$ cat src/rtl/note_sequencer.sv
// Step sequencer for one synth voice: plays a pattern from a step RAM, maps MIDI
// notes to oscillator phase increments, and prefetches the next step so steps abut.
module note_sequencer #(
    parameter int BITDEPTH    = 14,
    parameter int BITFRACTION = 8,
    parameter int SAMPLEFREQ  = 48000,
    parameter int STEPS       = 16,
    localparam int AW         = $clog2(STEPS)
) (
    input  logic          sample_clock,
    input  logic          rst,
    input  logic          wr_en,
    input  logic [AW-1:0] wr_addr,
    input  logic [15:0]   wr_data,
    input  logic          start,
    input  logic          stop,
    input  logic [15:0]   tick_div,
    input  logic [7:0]    gate_len,
    output logic [15:0]   pitch_increment,
    output logic          gate,
    output logic [AW-1:0] step_index,
    output logic          step_strobe,
    output logic          running
);

    typedef enum logic [1:0] {
        S_IDLE   = 2'd0,
        S_FETCH0 = 2'd1,
        S_FETCH1 = 2'd2,
        S_PLAY   = 2'd3
    } state_t;

    // Increment for the octave starting at MIDI 48, scaled to the phase accumulator.
    function automatic int calc_base(input int k);
        real freq;
        real scale;
        freq = 130.8127826502993;
        for (int i = 0; i < k; i++) begin
            freq = freq * 1.0594630943592953;
        end
        scale = 1.0;
        for (int i = 0; i < BITDEPTH + BITFRACTION + 1; i++) begin
            scale = scale * 2.0;
        end
        return $rtoi(freq * scale / SAMPLEFREQ + 0.5);
    endfunction

    logic [15:0] base_tbl [16];

    for (genvar gi = 0; gi < 16; gi++) begin : g_base
        if (gi < 12) begin : g_note
            localparam int BASE_V = calc_base(gi);
            assign base_tbl[gi] = BASE_V[15:0];
        end else begin : g_pad
            assign base_tbl[gi] = 16'd0;
        end
    end

    // Step RAM: read-first, one cycle read latency, contents never reset.
    logic [15:0]   mem [STEPS];
    logic [15:0]   rd_q;
    logic [AW-1:0] rd_addr;

    always_ff @(posedge sample_clock) begin
        if (wr_en) begin
            mem[wr_addr] <= wr_data;
        end
        rd_q <= mem[rd_addr];
    end

    state_t        state_q, state_d;
    logic [15:0]   pitch_q, pitch_d;
    logic          gate_q, gate_d;
    logic [AW-1:0] idx_q, idx_d;
    logic          strobe_q, strobe_d;
    logic          running_q, running_d;
    logic [15:0]   div_q, div_d;
    logic [7:0]    tick_q, tick_d;
    logic [7:0]    dur_q, dur_d;
    logic [AW-1:0] pf_addr_q, pf_addr_d;
    logic [2:0]    pf_cnt_q, pf_cnt_d;
    logic [15:0]   pf_word_q, pf_word_d;
    logic          redirect_q, redirect_d;
    logic          ended_q, ended_d;

    logic [15:0]   load_word;
    logic [AW-1:0] load_idx;
    logic [6:0]    note_w, oct_w, semi_w;
    logic [15:0]   base_w;
    logic [31:0]   shl_w;
    logic [15:0]   mapped_w;
    logic [8:0]    tick_inc;
    logic          step_end;
    logic          do_load;

    assign load_word = (state_q == S_FETCH1) ? rd_q : pf_word_q;
    assign load_idx  = (state_q == S_FETCH1) ? '0 : pf_addr_q;
    assign tick_inc  = {1'b0, tick_q} + 9'd1;

    always_comb begin
        note_w = load_word[14:8];
        oct_w  = note_w / 7'd12;
        semi_w = note_w % 7'd12;
        base_w = base_tbl[semi_w[3:0]];
        shl_w  = {16'd0, base_w} << (oct_w - 7'd4);
        if (oct_w >= 7'd4) begin
            mapped_w = (|shl_w[31:16]) ? 16'hFFFF : shl_w[15:0];
        end else begin
            mapped_w = base_w >> (7'd4 - oct_w);
        end
    end

    always_ff @(posedge sample_clock) begin
        if (rst) begin
            state_q    <= S_IDLE;
            pitch_q    <= '0;
            gate_q     <= 1'b0;
            idx_q      <= '0;
            strobe_q   <= 1'b0;
            running_q  <= 1'b0;
            div_q      <= '0;
            tick_q     <= '0;
            dur_q      <= '0;
            pf_addr_q  <= '0;
            pf_cnt_q   <= '0;
            pf_word_q  <= '0;
            redirect_q <= 1'b0;
            ended_q    <= 1'b0;
        end else begin
            state_q    <= state_d;
            pitch_q    <= pitch_d;
            gate_q     <= gate_d;
            idx_q      <= idx_d;
            strobe_q   <= strobe_d;
            running_q  <= running_d;
            div_q      <= div_d;
            tick_q     <= tick_d;
            dur_q      <= dur_d;
            pf_addr_q  <= pf_addr_d;
            pf_cnt_q   <= pf_cnt_d;
            pf_word_q  <= pf_word_d;
            redirect_q <= redirect_d;
            ended_q    <= ended_d;
        end
    end

    always_comb begin
        state_d    = state_q;
        pitch_d    = pitch_q;
        gate_d     = gate_q;
        idx_d      = idx_q;
        strobe_d   = 1'b0;
        running_d  = running_q;
        div_d      = div_q;
        tick_d     = tick_q;
        dur_d      = dur_q;
        pf_addr_d  = pf_addr_q;
        pf_cnt_d   = pf_cnt_q;
        pf_word_d  = pf_word_q;
        redirect_d = redirect_q;
        ended_d    = ended_q;
        rd_addr    = pf_addr_q;
        step_end   = 1'b0;
        do_load    = 1'b0;

        if (stop) begin
            state_d   = S_IDLE;
            gate_d    = 1'b0;
            running_d = 1'b0;
        end else if (start) begin
            state_d = S_FETCH0;
        end else begin
            case (state_q)
                S_IDLE: begin
                    gate_d = 1'b0;
                end
                S_FETCH0: begin
                    rd_addr = '0;
                    state_d = S_FETCH1;
                end
                S_FETCH1: begin
                    do_load = 1'b1;
                end
                S_PLAY: begin
                    // Fixed 4-cycle prefetch; slot 2 redirects to step 0 on an end marker.
                    case (pf_cnt_q)
                        3'd0: rd_addr = pf_addr_q;
                        3'd1: pf_word_d = rd_q;
                        3'd2: begin
                            if (pf_word_q[7:0] == 8'd0) begin
                                rd_addr    = '0;
                                pf_addr_d  = '0;
                                redirect_d = 1'b1;
                            end
                        end
                        3'd3: begin
                            if (redirect_q) begin
                                pf_word_d = rd_q;
                            end
                        end
                        default: ;
                    endcase
                    if (pf_cnt_q != 3'd4) begin
                        pf_cnt_d = pf_cnt_q + 3'd1;
                    end

                    if (!ended_q) begin
                        if (div_q == tick_div) begin
                            div_d  = '0;
                            tick_d = tick_q + 8'd1;
                            if (tick_inc == {1'b0, gate_len}) begin
                                gate_d = 1'b0;
                            end
                            if (tick_inc == {1'b0, dur_q}) begin
                                step_end = 1'b1;
                            end
                        end else begin
                            div_d = div_q + 16'd1;
                        end
                    end

                    // A finished step waits here, outputs frozen, until the prefetch lands.
                    if (step_end || ended_q) begin
                        if (pf_cnt_q == 3'd4) begin
                            do_load = 1'b1;
                        end else begin
                            ended_d = 1'b1;
                        end
                    end
                end
                default: state_d = S_IDLE;
            endcase
        end

        if (do_load) begin
            if (load_word[7:0] == 8'd0) begin
                state_d   = S_IDLE;
                running_d = 1'b0;
                gate_d    = 1'b0;
            end else begin
                state_d    = S_PLAY;
                idx_d      = load_idx;
                strobe_d   = 1'b1;
                running_d  = 1'b1;
                div_d      = '0;
                tick_d     = '0;
                dur_d      = load_word[7:0];
                pf_addr_d  = load_idx + AW'(1);
                pf_cnt_d   = '0;
                redirect_d = 1'b0;
                ended_d    = 1'b0;
                if (load_word[15]) begin
                    gate_d = 1'b0;
                end else begin
                    pitch_d = mapped_w;
                    gate_d  = (gate_len != 8'd0);
                end
            end
        end
    end

    assign pitch_increment = pitch_q;
    assign gate            = gate_q;
    assign step_index      = idx_q;
    assign step_strobe     = strobe_q;
    assign running         = running_q;

endmodule
$ cat config.mk
export PLATFORM = sky130hd
export DESIGN_NAME = note_sequencer
export DESIGN_NICKNAME = d
export VERILOG_FILES = /design/src/rtl/note_sequencer.sv
export SDC_FILE = /design/constraint.sdc
export NUM_CORES = 1
export LEC_CHECK = 0
export CAP_MARGIN = 15
export CORE_MARGIN = 8
export CORE_UTILIZATION = 35
export CTS_BUF_LIST = sky130_fd_sc_hd__clkbuf_8
export DETAILED_ROUTE_END_ITERATION = 16
export GPL_ROUTABILITY_DRIVEN = 0
export PLACE_DENSITY = 0.52
export SLEW_MARGIN = 20
export SYNTH_ARGS = -nofsm -noshare
export SYNTH_HDL_FRONTEND = slang
export SYNTH_SLANG_ARGS = --single-unit
$ cat constraint.sdc
create_clock -name sample_clock -period 5.7 [get_ports sample_clock]
set_clock_uncertainty 0.1 [all_clocks]
set_input_delay 0.57 -clock sample_clock [delete_from_list [all_inputs] [get_ports sample_clock]]
set_output_delay 0.57 -clock sample_clock [all_outputs]
set_load 0.1 [all_outputs]
# After elaboration in Yosys (flattened, before gate mapping)

Memories as Yosys holds them, arrays and structs flattened. A register that Yosys moved wholly into a read port is not among the register bits.
Index checks and enable logic that the tools add are counted.

Flip-flop bits (word level): 82
Bits in writable memories: 256
Memory bits (read-only): 256
Input bits: 49
Output and inout bits: 23
Word-level logic and storage cells: 148
Memories: 2

Add/subtract/negate cells: 7
Divide/modulo/power cells: 2
Magnitude comparators: 2
Equality and inequality tests: 16
Shift operators: 2
Mux-type cells: 82
Bitwise gates (word level): 6
Reductions and logical operators: 15

Memory list:

| memory           | words | bits a word | read ports | clocked after Yosys merged registers in | write ports | RTL line | RTL |
|---|---|---|---|---|---|---|---|
| (name not given) | 16    | 16          | 1          | 0                                       | 0           | 104      | `base_w = base_tbl[semi_w[3:0]];` |
| mem              | 16    | 16          | 1          | 1                                       | 1           | 60       | `logic [15:0] mem [STEPS];` |

Operators with widths:

| operator              | number |
|---|---|
| $mux 16               | 13 |
| $mux 8                | 7 |
| $mux 4                | 10 |
| $mux 1                | 37 |
| $pmux 16 s2           | 1 |
| $shl 16x7->32         | 1 |
| $eq 9x8->1            | 2 |
| $mux 3                | 6 |
| $add 16x1->16 const B | 1 |
| $eq 16x16->1          | 1 |
| $logic_not 8->1       | 2 |
| $reduce_or 16->1      | 1 |
| $shr 16x7->16         | 1 |
| $ne 4x4->1 const B    | 3 |
| $mux 2                | 5 |
| $reduce_and 5->1      | 2 |
| $add 8x1->9 const B   | 1 |
| $add 8x1->8 const B   | 1 |
| $pmux 4 s2            | 1 |
| $reduce_bool 4->1     | 2 |
| $reduce_bool 8->1     | 1 |
| $div 7x4->7 const B   | 1 |
| $ge 7x3->1 const B    | 1 |
| $mod 7x4->7 const B   | 1 |
| other kinds (22)      | 30 |

# Depth between registers and ports, before layout

Gate-level depths: netlist of the first run.

Depth in word-level cells: 15
Depth in mapped cells: 23
Gate-level depth less buffers: 18

# Worst setup path after synthesis of the first run

OpenSTA, ideal clock, no wires.

Path kind: register to register
From: register state_q[0]
To: register pitch_q[12], in the netlist pitch_increment[12]
Data arrival time: 4915 ps
Data required time: 5459 ps
Setup slack: 544 ps
Cell stages (with the launch flop): 24
Buffers on the path: 5
Period minus slack after synthesis: 5156 ps
Path through: dfxtp_1 inv_1 ha_1 buf_6 mux2i_2 clkbuf_1 nor2_1 o311ai_0 o21ai_0 ha_1 and2_1 nand2_1 nand2_1 or3_4 buf_6 buf_4 nand4_1 and4_1 nor2_1 mux2_2 a2111o_1 o31ai_4 buf_6 a41oi_2

Word-level cells in the longest chain between the ends: 11
Elaborated cells between the ends (all ways): 24

Ends and longest elaborated chain:

| what                                       | RTL line | RTL |
|---|---|---|
| start, declared                            | 71       | `state_t state_q, state_d;` |
| start signal, assigned                     | 130      | `state_q <= state_d;` |
| $eq 2x2->1                                 | 96, 173  |  |
| $mux 16                                    | 96       | `assign load_word = (state_q == S_FETCH1) ? rd_q : pf_word_q;` |
| $mod 7x4->7                                | 103      | `semi_w = note_w % 7'd12;` |
| $not 4->5 (not written as such)            | 104      |  |
| $mem_v2 16x16                              | n/a      |  |
| $mux 16 (not written as such) (2 in a row) | 104      |  |
| $shl 16x7->32                              | 105      | `shl_w = {16'd0, base_w} << (oct_w - 7'd4);` |
| $reduce_or 16->1                           | 107      | `mapped_w = (\|shl_w[31:16]) ? 16'hFFFF : shl_w[15:0];` |
| $mux 16                                    | 107      |  |
| $mux 16                                    | 106      | `if (oct_w >= 7'd4) begin` |
| end signal, assigned                       | 131      | `pitch_q <= pitch_d;` |
| end, declared                              | 72       | `logic [15:0] pitch_q, pitch_d;` |

Several ways; a longest one is shown, not always the timed one. The select of a mux whose other input is x is not followed.
A chain may end at the register's enable or synchronous reset.

# Worst setup path after layout of the first run

Same ends and word-level chain as after synthesis.

==> results of run 1 <==
[final cells by class]
cell class                      count  share of cell area
Tap cell                          680              0.0410
Inverter                           23             0.00416
Clock buffer                       61              0.0404
Clock inverter                     41             0.00928
Multi-Input combinational cell   1212               0.381
Sequential cell                   354               0.465
Timing Repair Buffer              134              0.0598
[registers in the layout, indices dropped and copies added, names as in the netlist]
signal	count
step_index	4
gate	1
pf_word_q	16
mem	256
redirect_q	1
step_strobe	1
tick_q	8
ended_q	1
state_q	2
running	1
pf_addr_q	4
rd_q	16
pitch_increment	16
pf_cnt_q	3
div_q	16
dur_q	8
[worst paths after layout]
check | endpoint | cells after the start | start | slack, ns
worst max-delay path | pitch_increment[12]$_SDFFE_PP0P_ | 21 | state_q[0]$_SDFFE_PP0P_ | 0.32
worst min-delay path | redirect_q$_SDFF_PP0_ | 2 | redirect_q$_SDFF_PP0_ | 0.35
worst max register to register | pitch_increment[12]$_SDFFE_PP0P_ | 21 | state_q[0]$_SDFFE_PP0P_ | 0.32
worst min register to register | redirect_q$_SDFF_PP0_ | 2 | redirect_q$_SDFF_PP0_ | 0.35
[cell families (layout without fill, tap and decap cells)]
kind of cell,count (synthesis),in the layout,share of synthesized area
buf+inv,146,259,0.0356
simple gates,548,548,0.140
xor+xnor,62,62,0.0305
mux,109,109,0.0636
compound gates,470,470,0.180
fa+ha+maj,23,23,0.0159
flops,354,354,0.535
[where the power goes]
group | total (mW) | leakage, nW | internal, mW | switching (mW)
sequential | 2.81 | 3.11 | 2.80 | 0.0106
clock | 2.02 | 0.624 | 0.991 | 1.03
combinational | 0.240 | 3.62 | 0.0878 | 0.152
[placed cells by master, fill, tap and decap left out, drive strengths merged, types with 5 or more instances in the layout]
cell           netlist  routed
a2111oi              5       5
a211oi             136     136
a21o                11      11
a21oi              139     139
a311oi              17      17
a31oi               16      16
a41oi                6       6
and2                 6       6
and3                15      15
buf                 39      64
clkbuf              84      61
clkdlybuf4s50        0      70
clkinv               0      14
dfxtp               98      98
edfxtp             256     256
ha                  22      22
inv                 23      50
mux2                10      10
mux2i               99      99
nand2               80      80
nand2b              10      10
nand3               47      47
nand4               18      18
nor2               271     271
nor2b                6       6
nor3                38      38
nor4                17      17
o211ai              13      13
o21a                 7       7
o21ai               40      40
o22ai                9       9
o311ai               6       6
o31ai                5       5
o32ai                6       6
or2                  9       9
or3                  7       7
or4                  7       7
xnor2               42      42
xor2                20      20
[routing by layer]
layer,share of wire,global-route usage,vias up
met4,0.031,0.0559,4
met2,0.45,0.267,572
met5,0.00048,0,-
li1,-,-,6631
met1,0.45,0.233,6627
met3,0.068,0.0305,139
[per-stage QoR]
stage          std cells  hold WS, ns  utilization  power (mW)  setup WS (ns)
2_1_floorplan       1712        0.326            -        2.98          0.544
3_3_place_gp        2403        0.338        0.384        3.10          0.264
3_5_place_dp        2403        0.349        0.384        3.10         0.0517
4_1_cts             2505        0.357        0.404        5.14         0.0331
5_1_grt             2505        0.397        0.406        5.27         0.0125
6_report            2505        0.355        0.406        5.07          0.319
[worst reg2reg max path: cells and delay by family (launching register included)]
family                     cells  cell delay [ns]
DFF                            1             0.33
AOI/OAI and AO/OA              8             1.67
muxes                          1             0.47
and+or+nand+nor                6             1.42
buffers and inverters          4             0.78
adders and majority gates      2             0.46
==> metrics.md, run 1 <==
| Metric | Value |
|---|---|
| Worst-Skew Late Latency | about 0.63 ns |
| Worst VDD drop | 0.182 mV |
| All-Layer GR Usage | 0.169 |
| Syn Nets | approximately 1.8k |
| IO Pins | 72 |
| Cell with the most instances after synthesis | nor2_1 |
| Port Buffer Count | 71 |
| Clock Sinks | 354 |
| Largest net degree at the start of global routing | 130 |
| Seq. cell area | 9650 µm² |
| CTS tree | done |
| First-pass GRT wire length | 80400 µm |
| Post-synth top area share | 0.426 |
| Worst Setup Start Kind | register |
| Antenna violations before repair | 2 |
| Largest area contributor in the netlist | edfxtp_1 |
| Critical Path Slowest Stage Cell | mux2_2 |
| Crit share post-route | 0.944 |
| Total gr overflow | 0 |
| DIE HEIGHT | 243 µm |
| Core Box Area | 51200 µm² |
| Crit-path leading delay family | compound AO/OA/AOI/OAI gates |
| Synth Warn # | 0 |
| Detailed Route WL | roughly 52000 µm |
| CTS Hold Bufs | 0 |
| Crit Path Category | reg2reg |
| Post-synth ARST share | 0 |
| Mapped cell area | 18000 µm² |
| Worst Tran Pin Value | 1.08 ns |
| Static leakage | approximately 7.4 nW |
| Avg Cell Area, Syn | approximately 11 µm² |
| Vias per cell | about 5.6 |
| Final hold vios | 0 |
| Worst Path Max Fanout | 23 |
| Slew margin rel. | 0.281 |
| Vias in the first global route | 13.5k |
| Min cycle time layout | around 5.4 ns |
| Post-CTS Setup Inserts | 0 |
| Post-CTS resize count | 0 |
| Number of synthesized flops with an enable pin | 256 |
| Total CTS buffers | 57 |
| Filler instances | between 4k and 5k |
| 1st-iter DRT viols | roughly 1.2k |
| Longest Clk Path Bufs | 3 |
| Unrepaired setup endpoints after global routing | no |
| Pins Over Slew Limit | 0 |
| Die ar. | a little under 60000 µm² |
| Crit-path cells | inv_1 -> ha_4 -> mux2_2 -> nor2_1 -> a21oi_1 -> o21ai_0 -> ha_1 -> and2_1 -> nand2_1 -> nand2_1 -> nor3_2 -> buf_4 -> o21ai_0 -> buf_4 -> o311a_1 -> a21o_1 -> a2bb2o_1 -> or4_1 -> o31ai_4 -> buf_4 -> a41oi_2 |
| Area after DPL | 19700 µm² |
| Nets | 1853 |
| Row count | 83 |
| Yosys reg bits | 354 |
| Synth top cells by count | nor2_1, edfxtp_1, a21oi_1 |
| Arrival @ worst endpoint | 5.75 ns |
| Routed Antenna Nets | 0 |
| Top FF cell, synth | edfxtp_1 |
| Critical Path RT | 6.07 ns |
| Seq/Total Area, Yosys | 0.535 |
| DR WL/cell | 20.9 µm |
| Syn-to-layout area delta | 15.1% |
| Netlist cell types | 91 |
| Antenna Cells | 0 |
| Worst Path Buf+Inv | 4 |
| Cell Pwr Density | 244 nW/µm² |
| Max incr delay on CP | between 0.4 and 0.5 ns |
| Hpwl dp | 33200 µm |
| Finished layout cell area | 20800 µm² |
| Clock-pin slew on the worst setup and hold paths | 0.07 ns |
| CP most frequent cell | buf_4 |
| Status | finished clean |
| Via count | around 14k |
| Share of post-route cells with drive strength above 1 | 0.118 |
| Post-Synthesis Cells | 1712 |
| Post-route setup TNS | 0 ns |
| Synth top area cells | edfxtp_1, dfxtp_1, a211oi_1, nor2_1, mux2i_1 |
| Clock Root Buffer | clkbuf_8 |
| Max cap viols | 0 |
| DR pass1 iterations | 5 |
| CP Capture Type | register |
| Worst hold path type | reg2reg |
| Initial Utilization | 0.353 |
| Peak Freq | roughly 0.19 GHz |
| H-tree depth | 2 |
| Drc violations | 0 |
| Width of the die | 243 µm |
| Area occupied by multi-input gates | 7900 µm² |
| Final setup vio count | 0 |
(Power assumes the default switching activity.)
==> run 2: changes to the inputs <==
--- a/constraint.sdc
+++ b/constraint.sdc
@@ -4,2 +4,2 @@
 set_output_delay 0.57 -clock sample_clock [all_outputs]
-set_load 0.1 [all_outputs]
+set_load 0.05 [all_outputs]
==> results of run 2 <==
Same layout as run 1 (identical final DEF). Status: finished clean.
